`config.mk`:
```
export PLATFORM = sky130hd
export DESIGN_NAME = game_flow_sm
export DESIGN_NICKNAME = d
export VERILOG_FILES = /design/src/rtl/game_flow_sm.sv
export SDC_FILE = /design/constraint.sdc
export NUM_CORES = 1
export LEC_CHECK = 0
export CAP_MARGIN = 20
export CORE_MARGIN = 4
export CORE_UTILIZATION = 30
export DETAILED_ROUTE_END_ITERATION = 16
export REMOVE_ABC_BUFFERS = 1
export SLEW_MARGIN = 20
export SYNTH_ARGS = -nofsm -noshare
export SYNTH_HDL_FRONTEND = slang
export SYNTH_SLANG_ARGS = --single-unit
export TNS_END_PERCENT = 10
```
`constraint.sdc`:
```
create_clock -name clk -period 2.4 [get_ports clk]
set_input_delay 0.36 -clock clk [delete_from_list [all_inputs] [get_ports clk]]
set_output_delay 0.36 -clock clk [all_outputs]
set_load 0.02 [all_outputs]
```
`src/rtl/game_flow_sm.sv`:
```
// Game flow controller: menu -> mode select -> controls -> level banner -> gameplay -> over/won.
// Optional pause state compiled in with `define GAME_PAUSE_EN.
module game_flow_sm #(
    parameter int NUM_LEVELS     = 3,
    parameter int NUM_MODES      = 2,
    parameter int LEVEL_DSP_SEC  = 3,
    parameter int GAMEOVER_DLY_S = 3,
    localparam int MODE_W = $clog2(NUM_MODES),
    localparam int LVL_W  = $clog2(NUM_LEVELS + 1)
) (
    input  logic              clk,
    input  logic              resetN,
    input  logic              enter_key_pressed,
    input  logic              up_key_pressed,
    input  logic              down_key_pressed,
    input  logic              one_sec_pulse,
    input  logic              timer_ended,
    input  logic              player_died,
    input  logic              level_cleared,
    input  logic              menu_DR,
    input  logic [7:0]        menu_RGB,
    input  logic              mode_DR,
    input  logic [7:0]        mode_RGB,
    input  logic              controls_DR,
    input  logic [7:0]        controls_RGB,
    input  logic              level_DR,
    input  logic [7:0]        level_RGB,
    input  logic              gameover_DR,
    input  logic [7:0]        gameover_RGB,
    input  logic              won_DR,
    input  logic [7:0]        won_RGB,
    input  logic [7:0]        RGB_MIF,
    output logic [7:0]        RGBOut,
    output logic              game_on,
    output logic [MODE_W-1:0] mode_sel,
    output logic [LVL_W-1:0]  level_sel,
    output logic              game_over_type,
    output logic              paused
);

    // Handshake-free block: keys are levels, one_sec_pulse and level_cleared are 1-cycle strobes.
    typedef enum logic [3:0] {
        S_MAIN_MENU    = 4'd0,
        S_MODE_SEL     = 4'd1,
        S_CONTROLS     = 4'd2,
        S_LEVEL_DSP    = 4'd3,
        S_GAMEPLAY     = 4'd4,
        S_GAMEOVER_DLY = 4'd5,
        S_GAMEOVER     = 4'd6,
        S_GAME_WON     = 4'd7
`ifdef GAME_PAUSE_EN
        , S_PAUSED     = 4'd8
`endif
    } state_t;

    localparam logic [3:0]        LVL_CNT   = 4'(LEVEL_DSP_SEC);
    localparam logic [3:0]        DLY_CNT   = 4'(GAMEOVER_DLY_S);
    localparam logic [MODE_W-1:0] MODE_MAX  = MODE_W'(NUM_MODES - 1);
    localparam logic [LVL_W-1:0]  LVL_LAST  = LVL_W'(NUM_LEVELS);
    localparam logic [LVL_W-1:0]  LVL_FIRST = LVL_W'(1);

    state_t              state_q, state_d;
    logic [3:0]          cnt_q, cnt_d;
    logic [7:0]          rgb_q, rgb_d;
    logic                game_on_q, game_on_d;
    logic [MODE_W-1:0]   mode_q, mode_d;
    logic [LVL_W-1:0]    level_q, level_d;
    logic                got_q, got_d;
    logic                enter_q, up_q, down_q;
    logic                enter_rise, up_rise, down_rise;
`ifdef GAME_PAUSE_EN
    logic                paused_q, paused_d;
`endif

    assign enter_rise = enter_key_pressed & ~enter_q;
    assign up_rise    = up_key_pressed & ~up_q;
    assign down_rise  = down_key_pressed & ~down_q;

    always_comb begin
        state_d   = state_q;
        cnt_d     = cnt_q;
        game_on_d = game_on_q;
        mode_d    = mode_q;
        level_d   = level_q;
        got_d     = got_q;
        rgb_d     = RGB_MIF;
`ifdef GAME_PAUSE_EN
        paused_d  = paused_q;
`endif
        case (state_q)
            S_MAIN_MENU: begin
                level_d = LVL_FIRST;
                if (menu_DR) rgb_d = menu_RGB;
                if (enter_rise) state_d = S_MODE_SEL;
            end
            S_MODE_SEL: begin
                if (mode_DR) rgb_d = mode_RGB;
                if (up_rise && !down_rise && mode_q != '0)
                    mode_d = mode_q - 1'b1;
                else if (down_rise && !up_rise && mode_q != MODE_MAX)
                    mode_d = mode_q + 1'b1;
                if (enter_rise) state_d = S_CONTROLS;
            end
            S_CONTROLS: begin
                if (controls_DR) rgb_d = controls_RGB;
                if (enter_rise) begin
                    state_d = S_LEVEL_DSP;
                    cnt_d   = LVL_CNT;
                end
            end
            S_LEVEL_DSP: begin
                if (level_DR) rgb_d = level_RGB;
                game_on_d = 1'b0;
                // Zero-count check comes first so a coincident pulse cannot underflow.
                if (cnt_q == 4'd0) begin
                    state_d   = S_GAMEPLAY;
                    game_on_d = 1'b1;
                end else if (one_sec_pulse) begin
                    cnt_d = cnt_q - 4'd1;
                end
            end
            S_GAMEPLAY: begin
                if (player_died || timer_ended) begin
                    state_d = S_GAMEOVER_DLY;
                    got_d   = player_died;
                    cnt_d   = DLY_CNT;
                end else if (level_cleared) begin
                    game_on_d = 1'b0;
                    if (level_q < LVL_LAST) begin
                        level_d = level_q + 1'b1;
                        state_d = S_LEVEL_DSP;
                        cnt_d   = LVL_CNT;
                    end else begin
                        state_d = S_GAME_WON;
                    end
                end
`ifdef GAME_PAUSE_EN
                else if (enter_rise) begin
                    state_d   = S_PAUSED;
                    game_on_d = 1'b0;
                    paused_d  = 1'b1;
                end
`endif
            end
            S_GAMEOVER_DLY: begin
                if (cnt_q == 4'd0) begin
                    state_d   = S_GAMEOVER;
                    game_on_d = 1'b0;
                end else if (one_sec_pulse) begin
                    cnt_d = cnt_q - 4'd1;
                end
            end
            S_GAMEOVER: begin
                if (gameover_DR) rgb_d = gameover_RGB;
                if (enter_rise) begin
                    state_d = S_MAIN_MENU;
                    mode_d  = '0;
                end
            end
            S_GAME_WON: begin
                if (won_DR) rgb_d = won_RGB;
                if (enter_rise) begin
                    state_d = S_MAIN_MENU;
                    mode_d  = '0;
                end
            end
`ifdef GAME_PAUSE_EN
            S_PAUSED: begin
                if (enter_rise) begin
                    state_d   = S_GAMEPLAY;
                    game_on_d = 1'b1;
                    paused_d  = 1'b0;
                end
            end
`endif
            default: state_d = S_MAIN_MENU;
        endcase
    end

    always_ff @(posedge clk or negedge resetN) begin
        if (!resetN) begin
            state_q   <= S_MAIN_MENU;
            cnt_q     <= 4'd0;
            rgb_q     <= 8'd0;
            game_on_q <= 1'b0;
            mode_q    <= '0;
            level_q   <= LVL_FIRST;
            got_q     <= 1'b0;
            enter_q   <= 1'b0;
            up_q      <= 1'b0;
            down_q    <= 1'b0;
`ifdef GAME_PAUSE_EN
            paused_q  <= 1'b0;
`endif
        end else begin
            state_q   <= state_d;
            cnt_q     <= cnt_d;
            rgb_q     <= rgb_d;
            game_on_q <= game_on_d;
            mode_q    <= mode_d;
            level_q   <= level_d;
            got_q     <= got_d;
            enter_q   <= enter_key_pressed;
            up_q      <= up_key_pressed;
            down_q    <= down_key_pressed;
`ifdef GAME_PAUSE_EN
            paused_q  <= paused_d;
`endif
        end
    end

    assign RGBOut         = rgb_q;
    assign game_on        = game_on_q;
    assign mode_sel       = mode_q;
    assign level_sel      = level_q;
    assign game_over_type = got_q;
`ifdef GAME_PAUSE_EN
    assign paused         = paused_q;
`else
    assign paused         = 1'b0;
`endif

endmodule

```
### After elaboration in Yosys (flattened, before gate mapping)

Cells that the tools add are included.

* output and inout bits: 14
* register bits after elaboration: 24
* bits of input ports: 71
* word-level logic and storage cells: 100

* reduce and logical (&&, ||, !) cells: 21
* bitwise gates (word level): 7
* muxes and demuxes: 36
* magnitude comparators: 1
* $add $sub $neg: 4
* equality and inequality tests: 21

Operator list (number)
* $mux W4: 13
* $mux W8: 6
* $pmux W8 S6: 1
* $pmux W4 S7: 1
* $ne A2 B2 Y1 const B: 9
* $eq A4 B3 Y1 const B: 4
* $pmux W4 S3: 1
* $ne A3 B3 Y1 const B: 3
* $eq A4 B2 Y1 const B: 2
* $logic_not A4 Y1: 2
* $reduce_and A4 Y1: 2
* $mux W1: 7
* $reduce_and A7 Y1: 1
* $mux W2: 3
* $reduce_and A6 Y1: 1
* $reduce_bool A3 Y1: 2
* $eq A4 B1 Y1 const B: 1
* $logic_and A1 B1 Y1: 4
* $ne A2 B1 Y1 const B: 2
* $not A1 Y1: 4
* $pmux W2 S2: 1
* $reduce_bool A2 Y1: 2
* $reduce_or A2 Y1: 2
* $sub A4 B1 Y4 const B: 1
* other kinds (12): 15

### Longest topological paths before layout

* depth in word-level cells: 8
* mapped depth: 6
* mapped depth without buffers: 6

### Worst setup path before layout

No wires, ideal clock.

* kind: reg-to-reg
* start point: register cnt_q[0]
* end point: register state_q[0]
* setup slack: 771 ps
* library setup time: 128 ps
* path buffers: 0
* cell stages (with the launch flop): 7
* data arrival time: 1501 ps
* clock period less this slack: 1629 ps
* data required time: 2272 ps
* path through: dfrtp_1 inv_1 ha_1 or3b_4 nand3_2 o211ai_2 mux2_1

* cells in the longest elaborated chain, start to end: 3
* elaborated cells on any way between the ends: 4
* those cells by class: eq/ne (2); reduce/logical (2)

RTL lines
* from (decl): RTL line 63 `logic [3:0] cnt_q, cnt_d;`
* from (signal assigned): RTL line 197 `cnt_q <= cnt_d;`
* $logic_not A4 Y1 *: RTL line 115, 146
* $ne A2 B2 Y1 (no line)
* $reduce_and A7 Y1 (no line) *
* to (signal assigned): RTL line 196 `state_q <= state_d;`
* to (decl): RTL line 62 `state_t state_q, state_d;`

Every way passes the cells marked *; elsewhere a longest branch is shown, timed or not.
A chain may end at the register's enable or synchronous reset.

### Worst setup path in the final report

* start point: register state_q[1]
* end point: register state_q[0]

* cells in the longest elaborated chain, start to end: 4
* elaborated cells on any way between the ends: 18
* those cells by class: eq/ne (14); mux (1); reduce/logical (3)

RTL lines
* $eq A4 B3 Y1: RTL line 90 `case (state_q)`
* $reduce_or A2 Y1 (no line)
* $ne A2 B1 Y1 (no line)
* $reduce_and A7 Y1 (no line)

Several ways; a longest one is shown, not always the timed one.

==> out/metrics.yaml <==
setup_viol: 0
vias: 2245
synth_area_leaders: "dfrtp_1 26%, mux2i_1 17%, nand2_1 4.1%"
synthArstFlopShare_pct: 100
cts_max_path_buffers: 2
fin_cells: 423
fin_crit_ns: 1.96
fmax_mhz: 510
synth.avg_cell_area_um2: 8.75
outcome: "complete, no violations"
first_global_vias: 2295
htreeDepth: 1
cts_setup_buffers: 0
core-area_um2: 6830
synth_top_area_share_pct: 25.9
drt_wl_total_um: 7310
rr_startpoint: "state_q[1]"
reg2reg_slack_ns: 0.44
synth_cell_types: 53
power.total_mw: 2.93
seq_area_frac_synth_pct: 27.1
fin_crit_sh_pct: 81.7
synth_area_um2: 2130
cp_max_fo: 20
slowest_stage: "dfrtp_1"
syn_to_final_growth_pct: 47.1
synth_flop_cell: "dfrtp_1"
p_leak_nw: 1.28
tns_ns: 0
clock-sinks: 23
crit_path_max_incr_delay_ns: 0.80
crit_arrival_ns: 2.13
syn_inst: 243
cp.buffers_inverters: 0
drt_pre_antenna_iters: 4
cts_buffers: 3
drc: 0
synth_edf_count: 0
port_buffers: 83
antenna_found_initial: 0
dp.cells: 419
timing.rr.end: "state_q[0]"
post-place-ws_ns: 0.310
dieArea_um2: 8500
core.rowCount: 30
clk_pin_slew_ns: 0.10
hold_buffers: 0
synthTopCellsByCount: "37 x mux2i_1, 23 x nand2_1, 22 x dfrtp_1, 12 x a21oi_1, 10 x nor2_1"
die_h_um: 92.2
irDropWorstVdd_uv: 415
required_ns: 2.57
grt_max_degree: 23
antenna_cells: 0
gp_congestion: 0.889
nets: 402
cts_tree: "done"
drive_gt1_share_pct: 10.1
chipWidth_um: 92.2
ys_warn_count: 0
dpl-instance-area_um2: 3080
ant_nets: 0
ff2ff_path_depth: 4
tightest_slew_ns: 0.689
synth_top_area_cell: "dfrtp_1"
skew_ns: 0.00462
cts_resized: 0
worstSetupEndpointType: "flip-flop"
max-slew-margin-rel_pct: 54.0
finalWorstSetupSlack_ns: 0.439
rsz0062_at_grt: "no"
final_area_um2: 3130
start_util_pct: 31.1
dp_hpwl_um: 5580
cts_root_buf: "clkbuf_8"
dr.first_iter.drc_count: 80
drv_slew: 0
synthMostInstantiatedCell: "mux2i_1"
cp-startpoint: "state_q[1]"
clkLatencyLatePin_ns: 0.27
path_delay_family: "flip-flops"
path_class: "flip-flop to flip-flop"
final-hold-violation-count: 0
wl_per_cell_um: 17.3
worstSetupStartpointType: "flip-flop"
track_usage_pct: 17.3
p_per_area_nw_per_um2: 936
maxCapViolations: 0
path_cells: "nor2b_1 > a32oi_1 > o211ai_2 > mux2_1"
overflow: 0
synth-seq-cells: 23
vias_per_cell: 5.31
grt_pass1_wl_um: 11800
ios: 85
worstHoldPathType: "primary input to async pin"
[worst reg2reg max path: stages (launching register included)]
cell and delay [ns]:
dfrtp_1 0.80, nor2b_1 0.22, a32oi_1 0.36, o211ai_2 0.15
mux2_1 0.33
[metal layers]
layer / global-route usage (%) / part of all wire, % / vias to the layer above
li1: - / - / 1080
met1: 22.6 / 45 / 1075
met2: 29.0 / 47 / 86
met3: 3.61 / 7.2 / 4
met4: 4.70 / 0.70 / 0
met5: 0 / 0 / -
[flip-flops by register name, summed over array words and instances, names as in the netlist]
| name | count |
|---|---|
| level_sel | 2 |
| state_q | 3 |
| down_q | 1 |
| game_on | 1 |
| enter_q | 1 |
| cnt_q | 4 |
| game_over_type | 1 |
| up_q | 1 |
| RGBOut | 8 |
| mode_sel | 1 |
[layout make-up]
type | instances | area (um2)
clock buffer | 3 | 41.3
clock inverter | 1 | 5.00
fill | 703 | 3700
inverter | 10 | 37.5
multi-input combinational | 191 | 1400
sequential | 23 | 577
tap | 96 | 120
timing repair buffer | 99 | 951
[per-stage QoR]
stage	hold slack (ns)	utilization (%)
2_1_floorplan	0.0644	-
3_3_place_gp	0.497	45.1
3_5_place_dp	0.492	45.1
4_1_cts	0.435	45.8
5_1_grt	0.462	45.8
6_report	0.421	45.8
[cells by family after synthesis]
group,synth area share [%]
other,0.176
muxes,23.2
buffers and inverters,7.18
adders and majority gates,1.76
AOI/OAI and AO/OA,22.9
DFF,27.1
and+or+nand+nor,16.8
xor gates and xnor gates,0.824
[how the worst max path moves through the flow]
stage               cells after the start         end
detailed placement                      4   RGBOut[5]
global route                            5   RGBOut[1]
CTS                                     4  state_q[0]
floorplan                               4   RGBOut[7]
finish                                  4  state_q[0]
global placement                        4   RGBOut[5]
[power by group]
part | switching, mW | internal, mW | total [mW]
Sequential | 0.184 | 0.561 | 0.746
Clock | 0.144 | 0.116 | 0.260
Combinational | 1.04 | 0.887 | 1.92
[cell usage in the layout, fill, tap and decap left out, types with 7 or more instances in the layout]
master	netlist	layout
clkdlybuf4s50_1	0	83
nor2b_1	9	9
dfrtp_1	22	22
nand2_1	23	23
inv_1	8	8
nor2_1	10	10
buf_4	3	16
a21oi_1	12	12
nand3_1	7	7
mux2i_1	37	37
(Power assumes the default switching activity.)
